File: config.mk
export PLATFORM = sky130hd
export DESIGN_NAME = clk_div_bank_flat
export DESIGN_NICKNAME = d
export VERILOG_FILES = /design/src/rtl/clk_div_bank_if.sv /design/src/rtl/clk_div_bank.sv /design/src/flat_wrapper.sv
export SDC_FILE = /design/constraint.sdc
export NUM_CORES = 1
export LEC_CHECK = 0
export ABC_AREA = 1
export ABC_CLOCK_PERIOD_IN_PS = 8700
export BUFFER_PORTS_ARGS = -buffer_cell sky130_fd_sc_hd__buf_4
export CORE_MARGIN = 2
export CORE_UTILIZATION = 40
export DETAILED_ROUTE_END_ITERATION = 6
export PLACE_DENSITY = 0.69
export SETUP_SLACK_MARGIN = 0.1
export SYNTH_ARGS = -nofsm -noshare
export SYNTH_HDL_FRONTEND = slang
export SYNTH_SLANG_ARGS = --single-unit
export TNS_END_PERCENT = 10
File: constraint.sdc
create_clock -name i_ref_clk -period 8.7 [get_ports i_ref_clk]
set_clock_uncertainty 0.15 [all_clocks]
set_input_delay 0.435 -clock i_ref_clk [delete_from_list [all_inputs] [get_ports i_ref_clk]]
set_output_delay 0.435 -clock i_ref_clk [all_outputs]
set_load 0.005 [all_outputs]
File: src/rtl/clk_div_bank_if.sv
// clk_div_bank_if: per-channel enable/ratio/sync inputs
// and divided clock / tick outputs of the divider bank.
interface clk_div_bank_if #(
   parameter int NUM_CH      = 4,
   parameter int RATIO_WIDTH = 8
);
   logic [NUM_CH-1:0]             i_clk_en;
   logic [NUM_CH*RATIO_WIDTH-1:0] i_div_ratio;
   logic                          i_sync;
   logic [NUM_CH-1:0]             o_div_clk;
   logic [NUM_CH-1:0]             o_tick;

   modport master (
      output i_clk_en,
      output i_div_ratio,
      output i_sync,
      input  o_div_clk,
      input  o_tick
   );

   modport slave (
      input  i_clk_en,
      input  i_div_ratio,
      input  i_sync,
      output o_div_clk,
      output o_tick
   );
endinterface

File: src/rtl/clk_div_bank.sv
// clk_div_bank: NUM_CH glitch-free integer dividers with period ticks.
// Optional phase-align input compiled in by CLK_DIV_PHASE_SYNC_EN.
module clk_div_bank #(
   parameter int RATIO_WIDTH = 8,
   parameter int NUM_CH      = 4
) (
   input  logic          i_ref_clk,
   input  logic          i_rst,
   clk_div_bank_if.slave bus
);
   typedef enum logic [1:0] {
      ST_IDLE = 2'd0,
      ST_RUN  = 2'd1,
      ST_PASS = 2'd2
   } state_e;

   typedef logic [RATIO_WIDTH-1:0] ratio_t;

   for (genvar c = 0; c < NUM_CH; c++) begin : g_ch
      state_e               state_q, state_d;
      ratio_t               cnt_q, cnt_d;
      ratio_t               n_q, n_d;
      logic                 div_clk_q, div_clk_d;
      logic                 tick_q, tick_d;
      logic                 en_w, sync_hit;
      logic                 reload, go_idle;
      ratio_t               ratio_w;
      logic [RATIO_WIDTH:0] half_w;

      assign en_w    = bus.i_clk_en[c];
      assign ratio_w = bus.i_div_ratio[c*RATIO_WIDTH +: RATIO_WIDTH];

`ifdef CLK_DIV_PHASE_SYNC_EN
      assign sync_hit = bus.i_sync & en_w;
`else
      assign sync_hit = 1'b0;
`endif

      // Boundary decisions, period restart and registered output values
      always_comb begin
         state_d   = state_q;
         cnt_d     = cnt_q;
         n_d       = n_q;
         reload    = 1'b0;
         go_idle   = 1'b0;
         half_w    = '0;
         div_clk_d = 1'b0;
         tick_d    = 1'b0;
         unique case (state_q)
            ST_IDLE: begin
               if (en_w) reload = 1'b1;
            end
            ST_RUN: begin
               if (cnt_q == n_q - ratio_t'(1)) begin
                  if (en_w) reload  = 1'b1;
                  else      go_idle = 1'b1;
               end else begin
                  cnt_d = cnt_q + ratio_t'(1);
               end
            end
            ST_PASS: begin
               if (en_w) reload  = 1'b1;
               else      go_idle = 1'b1;
            end
            default: go_idle = 1'b1;
         endcase
         // sync wins over whatever the boundary logic decided
         if (sync_hit) begin
            reload  = 1'b1;
            go_idle = 1'b0;
         end
         if (go_idle) begin
            state_d = ST_IDLE;
            cnt_d   = '0;
         end
         if (reload) begin
            n_d     = ratio_w;
            cnt_d   = '0;
            state_d = (ratio_w >= ratio_t'(2)) ? ST_RUN : ST_PASS;
         end
         // odd ratios put the extra cycle in the high phase
         half_w    = ({1'b0, n_d} + 1'b1) >> 1;
         div_clk_d = (state_d == ST_RUN) && ({1'b0, cnt_d} < half_w);
         tick_d    = ((state_d == ST_RUN) && (cnt_d == '0))
                   || (state_d == ST_PASS);
      end

      // Channel state and output registers, synchronous active-low reset
      always_ff @(posedge i_ref_clk) begin
         if (!i_rst) begin
            state_q   <= ST_IDLE;
            cnt_q     <= '0;
            n_q       <= '0;
            div_clk_q <= 1'b0;
            tick_q    <= 1'b0;
         end else begin
            state_q   <= state_d;
            cnt_q     <= cnt_d;
            n_q       <= n_d;
            div_clk_q <= div_clk_d;
            tick_q    <= tick_d;
         end
      end

      assign bus.o_div_clk[c] = div_clk_q;
      assign bus.o_tick[c]    = tick_q;
   end
endmodule

File: src/flat_wrapper.sv
// flat-port wrapper written by rule: the top's interface ports become plain ports
module clk_div_bank_flat 
#(
   parameter int RATIO_WIDTH = 8,
   parameter int NUM_CH      = 4
)
  (i_ref_clk, i_rst, bus_i_clk_en, bus_i_div_ratio, bus_i_sync, bus_o_div_clk, bus_o_tick);
  clk_div_bank_if #(.NUM_CH(NUM_CH), .RATIO_WIDTH(RATIO_WIDTH)) bus_i ();
  input  logic i_ref_clk;
  input  logic i_rst;
  input wire logic [$bits(bus_i.i_clk_en)-1:0] bus_i_clk_en;
  input wire logic [$bits(bus_i.i_div_ratio)-1:0] bus_i_div_ratio;
  input wire logic [$bits(bus_i.i_sync)-1:0] bus_i_sync;
  output wire logic [$bits(bus_i.o_div_clk)-1:0] bus_o_div_clk;
  output wire logic [$bits(bus_i.o_tick)-1:0] bus_o_tick;
  assign bus_i.i_clk_en = bus_i_clk_en;
  assign bus_i.i_div_ratio = bus_i_div_ratio;
  assign bus_i.i_sync = bus_i_sync;
  assign bus_o_div_clk = bus_i.o_div_clk;
  assign bus_o_tick = bus_i.o_tick;
  clk_div_bank #(.RATIO_WIDTH(RATIO_WIDTH), .NUM_CH(NUM_CH)) u_core (.i_ref_clk(i_ref_clk), .i_rst(i_rst), .bus(bus_i));
endmodule
==> results.md, run 1 <==
* Iteration count of the initial detailed-routing pass at 5
* P&R area growth vs syn at 10.8%
* Gate power share at between 20% and 30%
* Final period util at about 45%
* Starting Density at just over 40%
* Clock latency on the worst-skew pair at 0.35 ns
* Seq cells post-synth at 80
* Ys Warns at 0
* Top-area cell type share of the netlist area at 23.6%
* Max Root-Sink Buffers at 2
* Pwr/cell area at between 150 and 200 nW/um^2
* Seq pwr share at a little over a third
* Die Ht at between 100 and 150 um
* CP max FO at 14
* Hold Fails Final Rpt at 0
* Clock power share at approximately a third
* Post-Syn Area at 6780 um^2
* Placer Congestion at approximately 0.87
* Sink Count at 80
* Hold path startpoint: bus_i_div_ratio[26]
* Final Critical Period at between 3 and 4 ns
* Vias/cell at 4.83
* DP HPWL at roughly 13000 um
* Row Count at 47
* Max-cap violation count at 0
* Post-synth ARST share at 0%
* Status: finished, final reports clean
* Ant. Diodes at 0
* Hold crit path type: in -> reg
* Cts hold-fix bufs at 0
* Number of global-route vias before repair at slightly above 6000
* Top cells by area, synth: dfxtp_1 (24%), nand2_1 (17%), inv_1 (8.9%)
* Final-stage net count at 1210
* Arr. time, crit path at approximately 4 ns
* Worst endpoint required time at a little under 9 ns
* Worst R2R End: u_core.g_ch[1].div_clk_q
* Final setup fails at 0
* Antenna Nets Post-Route at 0
* Total power at about 0.0011 W
* Gr ovfl total at 0
* Initial DRC count at about 470
* Setup TNS at 0 ns
* H-tree levels at 3
* Overall Global Routing Usage at 18.6%
* Worst reg-to-reg path cell count at 22
* Detailed Route WL at about 16000 um
* Die area at approximately 18000 um^2
* Clk root buf: clkbuf_16
* Sequential area share after synthesis at 23.6%
* Filler cells at 1759
* Int Pwr at around 0.00074 W
* Startpoint Class: register
* Slowest stage delay, CP at ~0.34 ns
* I/O pin cnt at 47
* Distinct cells, synth at 42
* R2R Path Start: u_core.g_ch[1].n_q[0]
* Pins Over Slew Limit at 0
* First-pass GRT wire length at 27600 um
* CP endpoint kind: register
* Share of post-route cells with drive strength above 1 at between 10 and 15%
* Syn Inst Count at around 1100
* Syn Nets at approximately 1200
* Number of synthesized flops with an enable pin at 0
* Antenna violations before repair at 0
* Post-CTS Setup Bufs at 0
* Slowest CP cell: ha_1
* Fmax at ~260 MHz
* Placeable Area at ~17000 um^2
* Die width at around 130 um
* NetSw at roughly 0.00039 W
* Main synth FF type: dfxtp_1
* Drc violations at 0
* Leak at between 3 and 4 nW
* Clock tree from TritonCTS: yes
* Num CTS Buffers at 9
* Switch share at a little over a third
* Most frequent CP cell: nand2_1
* Hold depth at 3
* Max IR drop VDD at approximately 0.000095 V
* Cell Chain, Critical Path: inv_1 -> ha_1 -> inv_1 -> nand2_1 -> nand2_1 -> nand2_1 -> nand2_1 -> nor3_2 -> nand2_1 -> nor2_2 -> nand3_4 -> nand2_4 -> o21ai_0 -> inv_1 -> ha_1 -> inv_1 -> nor3_2 -> nand4_1 -> ha_1 -> a211oi_1 -> nand4_1 -> a21oi_1
* Mean Syn Cell Area at around 6 um^2
* Resize count post-CTS at 0
* RSZ-0062 raised after global routing: no
* Worst setup path category: reg -> reg
* Hold EP: u_core.g_ch[3].n_q[2]
* Port Buffers at 45
* Vias at between 6000 and 7000
* Worst-margin pin slew at roughly 0.86 ns
* Slew margin rel. at 42.2%
* WL per Instance at ~12 um
* Yosys top cell by area: dfxtp_1
* Clock slew at reported path FFs at roughly 0.060 ns
* R2R setup slack at 4.82 ns
* Pin count of the biggest net entering global routing at 38
-- power groups by stage --
| stage | sequential (W) | combinational, W | clock (W) |
|---|---|---|---|
| after detailed placement | 0.000422 | 0.000336 | 0 |
| after floorplan | 0.000414 | 0.000270 | 0 |
| after CTS | 0.000414 | 0.000339 | 0.000384 |
| after global placement | 0.000422 | 0.000330 | 0 |
| after global routing | 0.000417 | 0.000390 | 0.000395 |
| final | 0.000415 | 0.000338 | 0.000380 |
-- worst max-delay path by stage --
| stage | from | endpoint | slack [ns] |
|---|---|---|---|
| after floorplan | u_core.g_ch[0].n_q[0] | u_core.g_ch[0].div_clk_q | 5.49 |
| after global placement | u_core.g_ch[2].n_q[0] | u_core.g_ch[2].div_clk_q | 4.91 |
| after detailed placement | u_core.g_ch[2].n_q[0] | u_core.g_ch[2].div_clk_q | 4.84 |
| after CTS | u_core.g_ch[2].n_q[0] | u_core.g_ch[2].div_clk_q | 4.80 |
| after global routing | u_core.g_ch[1].n_q[0] | u_core.g_ch[1].div_clk_q | 4.44 |
| final | u_core.g_ch[1].n_q[0] | u_core.g_ch[1].div_clk_q | 4.82 |
-- Yosys cell counts, types with 4 or more instances --
| library cell | n |
|---|---|
| nand2_1 | 302 |
| xnor2_1 | 21 |
| dfxtp_1 | 80 |
| nor2_1 | 140 |
| nor2_2 | 12 |
| o21ai_2 | 8 |
| nand3_1 | 96 |
| nor4_1 | 5 |
| xor2_1 | 40 |
| nand2_2 | 11 |
| nand4_1 | 28 |
| inv_1 | 161 |
| o21ai_0 | 38 |
| or2_2 | 6 |
| nor3_1 | 17 |
| o21ai_1 | 8 |
| buf_4 | 10 |
| a21oi_1 | 19 |
| ha_1 | 40 |
| nor2_4 | 6 |
| inv_2 | 4 |
| clkbuf_1 | 10 |
-- per-stage QoR --
stage / instances / utilization [%] / hold WS [ns] / setup slack (ns) / instance area (um^2)
global placement: 1340 / 43.6 / 0.398 / 4.91 / 7240
floorplan: 1099 / - / 0.368 / 5.49 / 6780
detailed placement: 1340 / 43.6 / 0.408 / 4.84 / 7240
CTS: 1356 / 45.3 / 0.242 / 4.80 / 7520
finish: 1356 / 45.3 / 0.245 / 4.82 / 7520
global route: 1356 / 45.3 / 0.267 / 4.44 / 7520
-- worst max-delay path, delay by kind of cell (launching register included) --
family	cells	cell delay [ns]
AO/OA/AOI/OAI	3	0.65
adder cells (fa/ha/maj)	3	0.81
buffers and inverters	4	0.41
flip-flops	1	0.33
AND/OR/NAND/NOR	12	1.44
-- per-layer routing --
metal	track usage (%)	wire length, um	vias up
met3	2.57	517	33
met4	7.72	405	0
met2	30.8	7270	116
li1	-	-	3520
met5	0	0	-
met1	24.2	8020	2880
-- layout by cell type (no fill, tap or decap), types with 2 or more instances in the layout --
cell       instances
dfxtp_1           80
inv_1            161
xnor2_1           21
nand3_1           96
nand4_1           28
nand2_2           11
and2_1             3
o21ai_1            8
a21oi_1           19
ha_1              40
nor3_1            17
nand2_1          302
nor3b_1            2
nor4_1             5
buf_4             46
a211oi_1           3
nand3b_1           3
inv_2              5
clkinv_2           3
o21ai_0           38
clkbuf_16          9
o21bai_1           2
xor2_1            40
or2_2              6
o21ai_2            8
nand3_2            3
nand2_4            3
nor3_2             2
nor2_4             6
o211ai_1           3
nor2_1           140
nor2_2            12
clkbuf_1           3
-- cells by family after synthesis --
family | synth area share [%]
AO/OA/AOI/OAI | 6.93
XOR/XNOR | 8.12
adder cells (fa/ha/maj) | 7.38
buffers and inverters | 11.6
flip-flops | 23.6
AND/OR/NAND/NOR | 42.3
-- area by class of cell --
cell class	count	area, um^2	area share, %
Tap cell	220	275	3.66
Multi-Input combinational cell	828	4390	58.4
Inverter	166	623	8.29
Sequential cell	80	1600	21.3
Timing Repair Buffer	46	345	4.59
Clock inverter	4	45.0	0.599
Clock buffer	12	236	3.14
-- registers in the layout, summed over array words and instances (netlist names) --
name	count
u_core.g_ch.cnt_q	32
u_core.g_ch.state_q	8
u_core.g_ch.n_q	32
u_core.g_ch.tick_q	4
u_core.g_ch.div_clk_q	4
(Power assumes the default switching activity.)
==> run 2: changes to the inputs <==
--- a/config.mk
+++ b/config.mk
@@ -6,12 +6,12 @@
 export NUM_CORES = 1
 export LEC_CHECK = 0
 export ABC_AREA = 1
-export ABC_CLOCK_PERIOD_IN_PS = 8700
+export ABC_CLOCK_PERIOD_IN_PS = 3400
 export BUFFER_PORTS_ARGS = -buffer_cell sky130_fd_sc_hd__buf_4
 export CORE_MARGIN = 2
 export CORE_UTILIZATION = 40
 export DETAILED_ROUTE_END_ITERATION = 6
-export PLACE_DENSITY = 0.69
+export PLACE_DENSITY = 0.71
 export SETUP_SLACK_MARGIN = 0.1
 export SYNTH_ARGS = -nofsm -noshare
 export SYNTH_HDL_FRONTEND = slang
==> constraint.sdc (replaced) <==
create_clock -name i_ref_clk -period 3.4 [get_ports i_ref_clk]
set_clock_uncertainty 0.15 [all_clocks]
set_input_delay 0.17 -clock i_ref_clk [delete_from_list [all_inputs] [get_ports i_ref_clk]]
set_output_delay 0.17 -clock i_ref_clk [all_outputs]
set_load 0.005 [all_outputs]
==> run 2 against run 1 <==
  * Core utilization grew 5.1 points
  * Hold slack lost 0.23 ns
  * Sequential power grew to 2.6 times the previous value
  * Clock-buffer cell count shrank 1
  * Via count grew 6.9%
  * Global-route usage grew 0.54 points
  * Non-clock buffer count grew 66
  * Die area is the same
  * Flip-flop and latch count is the same
  * Wire length grew 9.3%
  * Critical path depth shrank 2
==> results.md, run 2 (synthesized netlist as in run 1, its figures left out) <==
* P&R area growth vs syn at 23.4% (was 10.8%)
* Cell Chain, Critical Path: inv_2 -> ha_4 -> or2_2 -> nand4_1 -> buf_4 -> nor2_4 -> nand2_2 -> nor2_4 -> nand3_2 -> nand2_2 -> nand3_2 -> nand2_2 -> ha_4 -> inv_4 -> nor3_4 -> nand4_1 -> ha_1 -> a211oi_2 -> nand4_1 -> a21oi_1 (was inv_1 -> ha_1 -> inv_1 -> nand2_1 -> nand2_1 -> nand2_1 -> nand2_1 -> nor3_2 -> nand2_1 -> nor2_2 -> nand3_4 -> nand2_4 -> o21ai_0 -> inv_1 -> ha_1 -> inv_1 -> nor3_2 -> nand4_1 -> ha_1 -> a211oi_1 -> nand4_1 -> a21oi_1)
* Worst setup path category: reg -> reg (unchanged)
* RSZ-0062 raised after global routing: yes (was no)
* I/O pin cnt at 47 (unchanged)
* Drc violations at 0 (unchanged)
* Slew margin rel. at 65.1% (was 42.2%)
* Gate power share at 33.6% (was 29.8%)
* Place WS at -0.0532 ns (was 4.84 ns)
* Commonest non-fill, non-tap cell in the layout: nand2_1 (unchanged)
* Overall Global Routing Usage at 19.1% (was 18.6%)
* Clock slew at reported path FFs at 0.06 ns (about the same)
* Antenna violations before repair at 0 (unchanged)
* Starting Density at 40.9% (unchanged)
* Worst-margin pin slew at 0.522 ns (was 0.863 ns)
* Fin cells at 1423 (was 1356)
* Clock tree from TritonCTS: yes (unchanged)
* Status: finished, final reports clean (unchanged)
* Switch share at 35.0% (was 34.8%)
* WL per Instance at 12.5 um (was 12.0 um)
* Leak at 4.26 nW (was 3.88 nW)
* Slowest stage delay, CP at 0.34 ns (about the same)
* Clock latency on the worst-skew pair at 0.35 ns (about the same)
* Arr. time, crit path at 3.40 ns (was 3.99 ns)
* Slowest CP cell: dfxtp_2 (was ha_1)
* Hold crit path type: in -> reg (unchanged)
* Vias at 7004 (was 6549)
* Pwr/cell area at 371 nW/um^2 (was 151 nW/um^2)
* Vias/cell at 4.92 (was 4.83)
* Iteration count of the initial detailed-routing pass at 5 (unchanged)
* Commonest cells after routing, fill and taps aside: nand2_1 (291), inv_1 (153), nor2_1 (128) (was nand2_1 (302), inv_1 (161), nor2_1 (140))
* DP HPWL at 13200 um (was 12600 um)
* Clock power share at 32.2% (was 33.5%)
* Worst endpoint required time at 3.53 ns (was 8.80 ns)
* Seq pwr share at 34.2% (was 36.6%)
* Sink Count at 80 (unchanged)
* Final-stage net count at 1277 (was 1210)
* Share of post-route cells with drive strength above 1 at 20.6% (was 10.4%)
* Number of global-route vias before repair at 6222 (was 6139)
* Max Root-Sink Buffers at 2 (unchanged)
* Num CTS Buffers at 9 (unchanged)
* Fmax at 306 MHz (was 258 MHz)
* Detailed Route WL at 17700 um (was 16200 um)
* NetSw at 0.00109 W (was 0.000393 W)
* Startpoint Class: register (unchanged)
* Hold Fails Final Rpt at 0 (unchanged)
* Total power at 0.00311 W (was 0.00113 W)
* Ant. Diodes at 0 (unchanged)
* Final WS setup at 0.136 ns (was 4.82 ns)
* Placeable Area at 16600 um^2 (unchanged)
* Gr ovfl total at 0 (unchanged)
* Die Ht at 134 um (unchanged)
* CP max FO at 3 (was 14)
* Final setup fails at 0 (unchanged)
* Pins Over Slew Limit at 0 (unchanged)
* Pin count of the biggest net entering global routing at 46 (was 38)
* H-tree levels at 3 (unchanged)
* Max-cap violation count at 0 (unchanged)
* Final period util at 96.0% (was 44.6%)
* Top Registers: u_core.g_ch.cnt_q: 32 flops, u_core.g_ch.n_q: 32 flops, u_core.g_ch.state_q: 8 flops (unchanged)
* Row Count at 47 (unchanged)
* Placer Congestion at 0.878 (was 0.871)
* Antenna Nets Post-Route at 0 (unchanged)
* Max IR drop VDD at 0.000221 V (was 0.0000946 V)
* First-pass GRT wire length at 28300 um (was 27600 um)
* Port Buffers at 45 (unchanged)
* Final Critical Period at 3.26 ns (was 3.88 ns)
* Clk root buf: clkbuf_16 (unchanged)
* Die width at 134 um (unchanged)
* Int Pwr at 0.00202 W (was 0.000738 W)
* DP Cell Count at 1377 (was 1340)
* Initial DRC count at 423 (was 468)
* Die area at 18000 um^2 (unchanged)
* CP endpoint kind: register (unchanged)
==> run 2: changes by cell type in the layout (fill, tap and decap cells not counted), moves of 6 or more <==
cell / before / now
inv_1: 161 / 153
inv_2: 5 / 12
buf_4: 46 / 104
o21ai_2: 8 / 14
ha_4: 0 / 6
nor2_1: 140 / 128
nor2_2: 12 / 18
nand2_1: 302 / 291
ha_1: 40 / 31
o21ai_0: 38 / 30
nor2_4: 6 / 12
nand2_2: 11 / 21
==> run 2: stage by stage <==
step / util (%) / area [um^2] / TNS (ns) / hold slack [ns]
after floorplan: - / 6780 / 0 / 0.205
after CTS: 47.7 / 7920 / 0 / 0.000248
after detailed placement: 45.4 / 7530 / -0.0606 / 0.334
after global routing: 50.5 / 8370 / -0.0635 / 0.00363
after global placement: 45.4 / 7530 / 0 / 0.331
final: 50.5 / 8370 / 0 / 0.0117
==> run 2: power groups by stage <==
stage / sequential, W / clock, W / combinational, W
final: 0.00106 / 0.000999 / 0.00104
after global routing: 0.00107 / 0.00105 / 0.00118
after floorplan: 0.00106 / 0 / 0.000690
after detailed placement: 0.00108 / 0 / 0.000922
after CTS: 0.00106 / 0.00101 / 0.000943
after global placement: 0.00108 / 0 / 0.000906
==> run 2: timing repair <==
action                                  4_1_cts  5_1_grt
cloned                                        0        2
hold buffers                                  2        0
endpoints found under the hold margin         2        0
pin swaps                                     6       49
buffers inserted                              7       19
endpoints found under the setup margin        3        4
gates resized for setup                       4       91
==> run 2: path summary, 6_finish.rpt <==
check | start | to | slack, ns | depth (start not counted)
max reg2reg | u_core.g_ch[1].n_q[0] | u_core.g_ch[1].div_clk_q | 0.14 | 20
min reg2reg | u_core.g_ch[3].cnt_q[0] | u_core.g_ch[3].cnt_q[0] | 0.44 | 2
max | u_core.g_ch[1].n_q[0] | u_core.g_ch[1].div_clk_q | 0.14 | 20
min | bus_i_clk_en[1] | u_core.g_ch[1].state_q[0] | 0.01 | 3
==> run 2: per-layer routing <==
metal / part of all wire [%] / up-vias / global-route usage [%] / routed length, um
met5: 0 / - / 0 / 0
met4: 1.6 / 0 / 6.78 / 291
met3: 3.6 / 22 / 2.68 / 637
met2: 47 / 155 / 31.8 / 8400
met1: 47 / 3148 / 25.3 / 8390
li1: - / 3679 / - / -
==> run 2: layout make-up <==
| class | instances | area, um^2 |
|---|---|---|
| Sequential cell | 80 | 1610 |
| Timing Repair Buffer | 112 | 875 |
| Multi-Input combinational cell | 829 | 4690 |
| Clock buffer | 11 | 243 |
| Clock inverter | 5 | 56.3 |
| Fill cell | 1664 | 8210 |
| Inverter | 166 | 626 |
| Tap cell | 220 | 275 |
==> run 2: worst max-delay path: cells and delay by family, from the launching register on <==
| kind | cells | cell delay (ns) |
|---|---|---|
| buffers and inverters | 3 | 0.30 |
| DFF | 1 | 0.34 |
| and+or+nand+nor | 12 | 1.33 |
| AOI/OAI and AO/OA | 2 | 0.31 |
| adders and majority gates | 3 | 0.75 |
